**config.mk**
```make
export PLATFORM = sky130hd
export DESIGN_NAME = inc_dec_reg_unit
export DESIGN_NICKNAME = d
export VERILOG_FILES = /design/src/rtl/inc_dec_reg_unit.sv
export SDC_FILE = /design/constraint.sdc
export NUM_CORES = 1
export LEC_CHECK = 0
export ABC_AREA = 1
export CORE_ASPECT_RATIO = 0.75
export CORE_MARGIN = 5
export CORE_UTILIZATION = 36
export CTS_BUF_LIST = sky130_fd_sc_hd__clkbuf_16
export CTS_CLUSTER_SIZE = 40
export DETAILED_ROUTE_END_ITERATION = 8
export PLACE_DENSITY = 0.61
export SLEW_MARGIN = 20
export SYNTH_ARGS = -nofsm -noshare
export SYNTH_HDL_FRONTEND = slang
export SYNTH_SLANG_ARGS = --single-unit
```
**constraint.sdc**
```tcl
create_clock -name clk -period 5.4 [get_ports clk]
set_input_delay 0.54 -clock clk [delete_from_list [all_inputs] [get_ports clk]]
set_output_delay 0.54 -clock clk [all_outputs]
set_load 0.1 [all_outputs]
```
**src/rtl/inc_dec_reg_unit.sv**
```systemverilog
// Register-file increment/decrement engine: INR/DCR/LOAD/CLR on NUM_REGS registers,
// three-cycle IDLE/EXEC/WB sequence with Z/N/C flags and a retirement pulse.
module inc_dec_reg_unit #(
   parameter int unsigned DATA_WIDTH = 8,
   parameter int unsigned NUM_REGS   = 4,
   parameter int unsigned REG_ADDR_W = $clog2(NUM_REGS)
) (
   input  logic                  clk,
   input  logic                  reset,
   input  logic                  op_valid_i,
   output logic                  op_ready_o,
   input  logic [1:0]            op_code_i,
   input  logic [REG_ADDR_W-1:0] op_reg_i,
   input  logic [DATA_WIDTH-1:0] op_data_i,
   input  logic [REG_ADDR_W-1:0] rd_addr_i,
   output logic [DATA_WIDTH-1:0] rd_data_o,
   output logic [DATA_WIDTH-1:0] result_o,
   output logic                  flag_zero_o,
   output logic                  flag_negative_o,
   output logic                  flag_carry_o,
   output logic                  instr_complete_o
);

   localparam int unsigned IDX_W = REG_ADDR_W + 1;

   localparam logic [1:0] OP_INR  = 2'b00;
   localparam logic [1:0] OP_DCR  = 2'b01;
   localparam logic [1:0] OP_LOAD = 2'b10;

   typedef enum logic [1:0] {
      ST_IDLE = 2'd0,
      ST_EXEC = 2'd1,
      ST_WB   = 2'd2
   } state_t;

   // Index range check; only matters when NUM_REGS is not a power of two.
   function automatic logic idx_ok(input logic [REG_ADDR_W-1:0] idx);
      return {1'b0, idx} < IDX_W'(NUM_REGS);
   endfunction

   state_t                state;
   logic [DATA_WIDTH-1:0] regs [NUM_REGS];
   logic [1:0]            code_q;
   logic [REG_ADDR_W-1:0] reg_q;
   logic [DATA_WIDTH-1:0] data_q;
   logic                  carry_q;
   logic                  tgt_ok;
   logic [DATA_WIDTH-1:0] tgt_val;
   logic [DATA_WIDTH-1:0] exec_res;
   logic                  exec_carry;

   assign op_ready_o = (state == ST_IDLE);
   assign tgt_ok     = idx_ok(reg_q);

   // Read port sees the pre-write value until the WB edge.
   always_comb begin
      rd_data_o = '0;
      if (idx_ok(rd_addr_i)) begin
         rd_data_o = regs[rd_addr_i];
      end
   end

   // EXEC-stage result and carry/borrow for the latched op.
   always_comb begin
      tgt_val    = '0;
      exec_res   = '0;
      exec_carry = 1'b0;
      if (tgt_ok) begin
         tgt_val = regs[reg_q];
         case (code_q)
            OP_INR: begin
               exec_res   = tgt_val + DATA_WIDTH'(1);
               exec_carry = &tgt_val;
            end
            OP_DCR: begin
               exec_res   = tgt_val - DATA_WIDTH'(1);
               exec_carry = ~|tgt_val;
            end
            OP_LOAD: exec_res = data_q;
            default: exec_res = '0;
         endcase
      end
   end

   always_ff @(posedge clk or posedge reset) begin
      if (reset) begin
         state            <= ST_IDLE;
         for (int i = 0; i < int'(NUM_REGS); i++) begin
            regs[i] <= '0;
         end
         code_q           <= '0;
         reg_q            <= '0;
         data_q           <= '0;
         carry_q          <= 1'b0;
         result_o         <= '0;
         flag_zero_o      <= 1'b0;
         flag_negative_o  <= 1'b0;
         flag_carry_o     <= 1'b0;
         instr_complete_o <= 1'b0;
      end else begin
         instr_complete_o <= 1'b0;
         case (state)
            ST_IDLE: begin
               if (op_valid_i) begin
                  code_q <= op_code_i;
                  reg_q  <= op_reg_i;
                  data_q <= op_data_i;
                  state  <= ST_EXEC;
               end
            end
            ST_EXEC: begin
               result_o <= exec_res;
               carry_q  <= exec_carry;
               state    <= ST_WB;
            end
            ST_WB: begin
               // Out-of-range targets retire without touching registers or flags.
               if (tgt_ok) begin
                  regs[reg_q]     <= result_o;
                  flag_zero_o     <= (result_o == '0);
                  flag_negative_o <= result_o[DATA_WIDTH-1];
                  flag_carry_o    <= carry_q;
               end
               instr_complete_o <= 1'b1;
               state            <= ST_IDLE;
            end
            default: state <= ST_IDLE;
         endcase
      end
   end

endmodule

```
==> results of run 1 <==
[synth_stat cells]
cell / n
o41ai_1: 1
nand2_1: 152
o21ai_1: 12
nor2_1: 32
ha_1: 6
inv_1: 39
fa_1: 1
a21oi_1: 11
a21o_1: 1
nor2_2: 3
nand3_1: 11
and2_1: 1
nand2b_1: 1
nand2_2: 1
a31oi_1: 6
buf_6: 1
inv_2: 3
buf_2: 3
nor2_4: 2
nand4_1: 5
o21ai_0: 46
nand4_2: 1
nor3_1: 3
inv_4: 1
clkbuf_1: 5
mux2_2: 1
o22ai_1: 7
dfrtp_1: 59
[critical path, stage by stage]
cell and delay, ns:
clkdlybuf4s50_1 0.76, inv_1 0.34, o21ai_0 0.24, a21oi_1 0.06
a21oi_1 0.13, clkdlybuf4s50_1 1.14
[registers in the layout, indices dropped and copies added (netlist names)]
register / cells
flag_carry_o: 1
state: 2
flag_negative_o: 1
instr_complete_o: 1
regs: 32
result_o: 8
carry_q: 1
data_q: 8
code_q: 2
flag_zero_o: 1
reg_q: 2
[stage by stage]
| step | power [W] | hold WS (ns) |
|---|---|---|
| 2_1_floorplan | 0.00166 | 0.444 |
| 3_3_place_gp | 0.00198 | 0.465 |
| 3_5_place_dp | 0.00199 | 0.465 |
| 4_1_cts | 0.00253 | 0.480 |
| 5_1_grt | 0.00269 | 0.496 |
| 6_report | 0.00252 | 0.476 |
[metal layers]
metal | vias to the layer above | global-route usage, % | share of wire (%)
met1 | 1320 | 24.7 | 51
met5 | - | 0 | 0
met4 | 0 | 5.44 | 1.8
met2 | 97 | 21.9 | 41
met3 | 13 | 5.02 | 6.5
li1 | 1423 | - | -
[worst paths after layout]
check | from | to | depth (start not counted)
worst max-delay path | rd_addr_i[0] | rd_data_o[4] | 6
worst min-delay path | carry_q | carry_q | 2
worst max register to register | reg_q[0] | result_o[7] | 15
worst min register to register | carry_q | carry_q | 2
max in group asynchronous | reset | result_o[5] | 3
min in group asynchronous | reset | regs[0] | 3
[report_power, final]
part / internal, W / switching [W] / total (W)
Sequential: 0.000614 / 0.000162 / 0.000776
Combinational: 0.000332 / 0.000882 / 0.00121
Clock: 0.000346 / 0.000186 / 0.000532
Total: 0.00129 / 0.00123 / 0.00252
[cell families (layout without fill, tap and decap cells)]
kind of cell | count (synthesis) | in the layout
adder cells (fa/ha/maj) | 7 | 7
multiplexers | 1 | 1
AO/OA/AOI/OAI | 84 | 84
buffers and inverters | 52 | 95
flip-flops | 59 | 59
AND/OR/NAND/NOR | 212 | 212
[final cells by class]
cell class	count	area share (%)
Tap cell	108	3.52
Sequential cell	59	38.4
Multi-Input combinational cell	304	36.8
Timing Repair Buffer	38	9.84
Clock inverter	5	1.24
Clock buffer	9	5.87
Inverter	43	4.27
==> reports/results.ini, run 1 <==
[run_status]
outcome=complete, no violations

[sta]
period_needed_ns=3.75
setup_violations=0
worst_slack_ns=1.65
tns_ns=0
rsz0062_at_grt=no
fmax_mhz=267
finalHoldViolCount=0
clock_skew_ns=0.00760
post-route-period-util_pct=69.4
max-slew-margin-rel_pct=33.6
tightest_slew_ns=0.993
drv_slew=0

[setup_path]
cp_max_fo=17
critPathKind=in2out
rrSetupSlack_ns=2.80
startpoint_type=input port
cp.arrival_ns=3.21
endpoint_kind=output port
required_ns=4.86

[drt]
drc=0
ant_nets=0
num_vias=2853
drt_iter0_drc=130
firstDrtPassIters=9
avgViaCountPerCell=5.04
wl_per_cell_um=14.4
drt-total-wl_um=8130

[power_and_ir_drop]
power_density_mw_per_mm2=657
peakVddDrop_v=0.000320
power_leakage_nw=1.90

[hold_path]
hp-class=reg2reg

[final_layout]
layout_common_cells=152 x nand2_1, 59 x dfrtp_1, 46 x o21ai_0
nFillCells=848
multi_input_comb_area_mm2=0.00141
final_common_cell=nand2_1
area_growth_pct=23.9
finalInstanceArea_mm2=0.00384
regArea_mm2=0.00148
layout-drive-gt1-share_pct=5.68
post_layout_nonfiller_instances=566
final_util_pct=45.6
fin_nets=479
diodes=0

[floorplanning]
die_w_um=117
die_h_um=90.4
dieArea_mm2=0.0106
num_rows=29
initial_core_util_pct=36.8
ios=38
core_mm2=0.00842

[clocking]
cts_resized=0
cts_buffers=9
cts_tree=built
hold_buffers=0
cts.clk_slew.worst_paths_ns=0.05
cts_root_buf=clkbuf_16
post-cts-setup-buffers=0
h-tree-depth=3
clk-insertion-delay-late_ns=0.32
clockBufferDepth=2
cts_sinks=59

[grt]
grt_max_degree=60
grt_pass1_wl_um=13500
track_usage_pct=16.4
grt_pass1_vias=2654
antenna_found_initial=0
grt_overflow=0

[synth]
synth_top_family_by_area=simple AND/OR/NAND/NOR gates
avgSynthCellArea_um2=7.47
synth.area.top_cells=dfrtp_1 48%, nand2_1 18%, o21ai_0 7.4%, inv_1 4.7%, nor2_1 3.9%
syn_inst=415
synth_seq_area_share_pct=47.6
ys_seq_elements=59
synth_simple_gate_area_share_pct=27.9
ys_types=28
yosysTopAreaCellShare_pct=47.6
synth-compound-area-share_pct=14.3
synth_fa_ha_area_share_pct=3.07
synth_xor_xnor_area_share_pct=0
synth_top_cell_by_area=dfrtp_1
netlist_area_mm2=0.00310
muxShareOfSynthArea_pct=0.363
synth_warnings=0
syn_nets=439

[place]
dp_hpwl_um=5980
place.gp.congestion=0.843
pre_cts_slack_ns=1.67
io_buffers=37
placed_cell_area_mm2=0.00357
dpl.cell_count=552

[job]
cap_viol_max_count=0

Power figures use the tool's default switching activity.
==> run 2: changes to the inputs <==
==> constraint.sdc (replaced) <==
create_clock -name clk -period 3.67 [get_ports clk]
set_input_delay 0.367 -clock clk [delete_from_list [all_inputs] [get_ports clk]]
set_output_delay 0.367 -clock clk [all_outputs]
set_load 0.1 [all_outputs]
==> run 2 against run 1 <==
Against the previous run:
- register-to-register slack worse by 1.6 ns
- sequential share of layout area is 0.088 points lower
- via count grew 0.42%
- global-route usage up 0.50 points
- setup slack got worse by 0.62 ns
- cell count is 0.35% higher
- utilization grew 0.10 points
- critical path type unchanged
- highest routed layer unchanged
==> reports/results.ini, run 2 (synthesis results as in run 1) <==
[setup_path]
crit_path_max_incr_delay_ns=0.79
cp.depth=6
path_cells=clkdlybuf4s50_1 -> inv_1 -> o21ai_0 -> a21oi_1 -> a21oi_1 -> buf_4
reg2reg_from=reg_q[0]
crit_top_cell=a21oi_1
required_ns=3.30
crit_family=buffers and inverters
path_buf_inv=3
slowest_stage=clkdlybuf4s50_1
endpoint_kind=output port
r2r-end=result_o[7]
rrSetupSlack_ns=1.23
startpoint_type=input port
cp_max_fo=17
cp.arrival_ns=2.27
r2r_cells=15
critPathKind=in2out

[clocking]
hold_buffers=0
post-cts-setup-buffers=0
cts.clk_slew.worst_paths_ns=0.06
clk-insertion-delay-late_ns=0.33
cts_tree=built
h-tree-depth=3
cts_sinks=59
cts_root_buf=clkbuf_16
cts_resized=0
clockBufferDepth=2
cts_buffers=9

[final_layout]
fin_nets=479
regMostFlops=regs
top_regs=regs x32, data_q x8, result_o x8
finalInstanceArea_mm2=0.00385
diodes=0
post_layout_nonfiller_instances=568
largest_reg_flops=32
final_common_cell=nand2_1
layout_common_cells=152 x nand2_1, 59 x dfrtp_1, 46 x o21ai_0
area_growth_pct=24.2
layout-drive-gt1-share_pct=8.26

[power_and_ir_drop]
peakVddDrop_v=0.000476
power_leakage_nw=1.91
finalPower_w=0.00378
power_density_mw_per_mm2=982

[drt]
ant_nets=0
num_vias=2865
avgViaCountPerCell=5.04
firstDrtPassIters=4
drc=0
wl_per_cell_um=14.7
wl_met1_um=4240
highest_layer=met4
route.met3.wl_um=468
drt_iter0_drc=149
wl_met2_um=3480
drt-total-wl_um=8360

[sta]
clock_skew_ns=0.00779
period_needed_ns=2.64
finalHoldViolCount=0
post-route-period-util_pct=72.0
setup_violations=0
rsz0062_at_grt=no
tightest_slew_ns=0.980
drv_slew=0
max-slew-margin-rel_pct=34.5
fmax_mhz=379
tns_ns=0

[place]
dpl.cell_count=552
io_buffers=37
placed_cell_area_mm2=0.00355
place.gp.congestion=0.881
dp_hpwl_um=5940

[floorplanning]
die_h_um=90.4
num_rows=29
initial_core_util_pct=36.8
core_mm2=0.00842
ios=38
die_w_um=117
dieArea_mm2=0.0106

[hold_path]
hold_end=data_q[7]
whs_path_depth=2
min_from=data_q[7]
hp-class=reg2reg

[grt]
grt_pass1_vias=2760
grt_pass1_wl_um=14100
grt_max_degree=37
grt_overflow=0
antenna_found_initial=0
track_usage_pct=16.9

[job]
cap_viol_max_count=0

[run_status]
outcome=complete, no violations

[run 2: changes by cell type in the layout (fill, tap and decap cells not counted), sizes merged]
| cell | before | now |
|---|---|---|
| clkinv | 3 | 2 |
| buf | 1 | 9 |
| inv | 44 | 45 |
| clkinvlp | 0 | 2 |
| clkdlybuf4s50 | 37 | 29 |
[run 2: worst min-delay path, stage by stage (launching register included)]
cell	delay [ns]
dfrtp_1	0.34
nand2_1	0.05
nand2_1	0.06
[run 2: how the worst max path moves through the flow]
| stage | startpoint | to | slack, ns |
|---|---|---|---|
| 2_1_floorplan | state[0] | reg_q[0] | 0.82 |
| 3_3_place_gp | rd_addr_i[0] | rd_data_o[4] | 1.10 |
| 3_5_place_dp | rd_addr_i[0] | rd_data_o[4] | 1.04 |
| 4_1_cts | rd_addr_i[0] | rd_data_o[4] | 1.04 |
| 5_1_grt | rd_addr_i[0] | rd_data_o[4] | 0.86 |
| 6_report | rd_addr_i[0] | rd_data_o[4] | 1.03 |
[run 2: cell type report]
class / instances / area, um^2
clock buffers: 9 / 225
inverters: 43 / 164
clock inverters: 7 / 76.3
repair buffers: 38 / 358
multi-input cells: 304 / 1410
well taps: 108 / 135
flip-flops and latches: 59 / 1480
fillers: 857 / 4570
[run 2: per-stage QoR]
stage                     setup slack (ns)  utilization, %  hold slack, ns
final                                 1.03            45.7           0.484
after global routing                 0.861            45.7           0.502
after CTS                             1.04            45.7           0.484
after detailed placement              1.04            42.1           0.468
after global placement                1.10            42.1           0.466
after floorplan                      0.823               -           0.444
[run 2: per-layer routing]
layer | GRT usage [%] | vias to the layer above
met1 | 25.2 | 1330
met2 | 22.9 | 95
li1 | - | 1422
met4 | 6.59 | 0
met3 | 4.35 | 18
met5 | 0 | -
[run 2: power by group]
group          switching (W)  internal (W)  total (W)
Sequential          0.000231      0.000903    0.00113
Combinational        0.00131      0.000481    0.00179
Clock               0.000328      0.000530   0.000858
Total                0.00187       0.00191    0.00378
==> run 3: changes to the inputs <==
==> constraint.sdc (replaced) <==
create_clock -name clk -period 2.55 [get_ports clk]
set_input_delay 0.255 -clock clk [delete_from_list [all_inputs] [get_ports clk]]
set_output_delay 0.255 -clock clk [all_outputs]
set_load 0.1 [all_outputs]
==> run 3 against run 2 <==
Against the previous run:
- worst hold slack worse by 0.18 ns
- utilization increased by 1.1 points
- flip-flop and latch count stayed put
- setup slack worse by 0.79 ns
- non-clock buffer count increased by 3
- clock power grew 36%
- clock-buffer cell count did not move
- routed wire length increased by 0.96%
- critical path depth up 9
- critical endpoint is now result_o[7]
==> reports/results.ini, run 3 (synthesis results as in run 1) <==
[hold_path]
hp-class=in2async

[clocking]
cts_sinks=59
cts_buffers=9
cts_root_buf=clkbuf_16
cts.clk_slew.worst_paths_ns=0.06
cts_tree=built
hold_buffers=0
clockBufferDepth=2
clk-insertion-delay-late_ns=0.33
h-tree-depth=3

[final_layout]
finalInstanceArea_mm2=0.00394
area_growth_pct=27.1
fin_nets=482
final_util_pct=46.8
layout_common_cells=152 x nand2_1, 58 x dfrtp_1, 45 x o21ai_0
layout-drive-gt1-share_pct=11.7
diodes=0
final_common_cell=nand2_1
largest_reg_flops=32
regMostFlops=regs
top_regs=regs x32, data_q x8, result_o x8
nFillCells=844

[sta]
max-slew-margin-rel_pct=54.9
post-route-period-util_pct=90.6
fmax_mhz=433
tns_ns=0
timing.hold.ws_ns=0.306
drv_slew=0
tightest_slew_ns=0.676
setup_violations=0
clock_skew_ns=0.00789
finalHoldViolCount=0
period_needed_ns=2.31
rsz0062_at_grt=no

[setup_path]
required_ns=2.80
startpoint_type=register
endpoint_kind=register
rrSetupSlack_ns=0.24
cp_max_fo=7
critPathKind=reg2reg
r2r-end=result_o[7]
r2r_cells=15
reg2reg_from=reg_q[0]
cp.arrival_ns=2.56

[place]
placed_cell_area_mm2=0.00364
dp_hpwl_um=6250
io_buffers=37
place.gp.congestion=0.965

[grt]
antenna_found_initial=0
track_usage_pct=17.3
grt_max_degree=35
grt_pass1_wl_um=14400
grt_overflow=0
grt_pass1_vias=2823

[power_and_ir_drop]
peakVddDrop_v=0.000897
power_leakage_nw=1.99
finalPower_w=0.00548
power_density_mw_per_mm2=1390

[drt]
avgViaCountPerCell=5.06
firstDrtPassIters=4
wl_met1_um=4030
highest_layer=met4
wl_met2_um=3530
wl_per_cell_um=14.8
drt-total-wl_um=8440
drt_iter0_drc=203
ant_nets=0
drc=0
route.met3.wl_um=671
num_vias=2890

[floorplanning]
ios=38
dieArea_mm2=0.0106
die_h_um=90.4
die_w_um=117
num_rows=29
core_mm2=0.00842
initial_core_util_pct=36.8

[run_status]
outcome=complete, no violations

[job]
cap_viol_max_count=0

## run 3: cell count changes in the layout (fill, tap and decap cells not counted), moves of 2 or more
cell and delta:
inv_6 -2, clkdlybuf4s50_1 -13, inv_1 +2, clkinv_2 +2, buf_4 +7, clkinvlp_4 -2
buf_12 +9
## run 3: critical path: stages, from the launching register on
cell and delay [ns]:
dfrtp_2 0.47, buf_4 0.17, nand2_1 0.08, inv_2 0.07
nand2_1 0.06, nand2_1 0.05, nor2_1 0.18, inv_1 0.07
ha_1 0.37, a21oi_1 0.15, nand2_1 0.11, nand2_1 0.12
nand2_1 0.06, nand2_1 0.06, nand3_1 0.08, a21oi_1 0.14
## run 3: how the worst max path moves through the flow
stage,from,endpoint
2_1_floorplan,rd_addr_i[0],rd_data_o[6]
3_3_place_gp,reg_q[0],result_o[7]
3_5_place_dp,reg_q[0],result_o[7]
4_1_cts,reg_q[0],result_o[7]
5_1_grt,reg_q[0],result_o[7]
6_report,reg_q[0],result_o[7]
## run 3: stage by stage
step / setup WS, ns / std cells
floorplan: 0.0603 / 415
global placement: 0.208 / 554
detailed placement: 0.150 / 554
CTS: 0.137 / 570
global route: 0.000216 / 571
finish: 0.239 / 571
## run 3: layout make-up
class	instances	area, um^2	share of cell area, %
sequential	59	1480	37.5
multi-input combinational	304	1420	35.9
timing repair buffer	41	460	11.7
clock buffer	9	225	5.72
inverter	43	164	4.16
tap	108	135	3.43
clock inverter	7	61.3	1.56
## run 3: routing by layer
metal	up-vias	track usage, %
li1	1426	-
met1	1347	26.0
met2	101	23.5
met3	16	4.62
met4	0	6.40
met5	-	0
## run 3: report_power, final
group | internal [W] | switching [W]
logic | 0.000771 | 0.00189
clock network | 0.000744 | 0.000425
registers | 0.00130 | 0.000355
## run 3: repair_timing
action	in CTS	in global routing
gates resized for setup	0	2
setup buffers	0	1
endpoints found under the setup margin	0	2
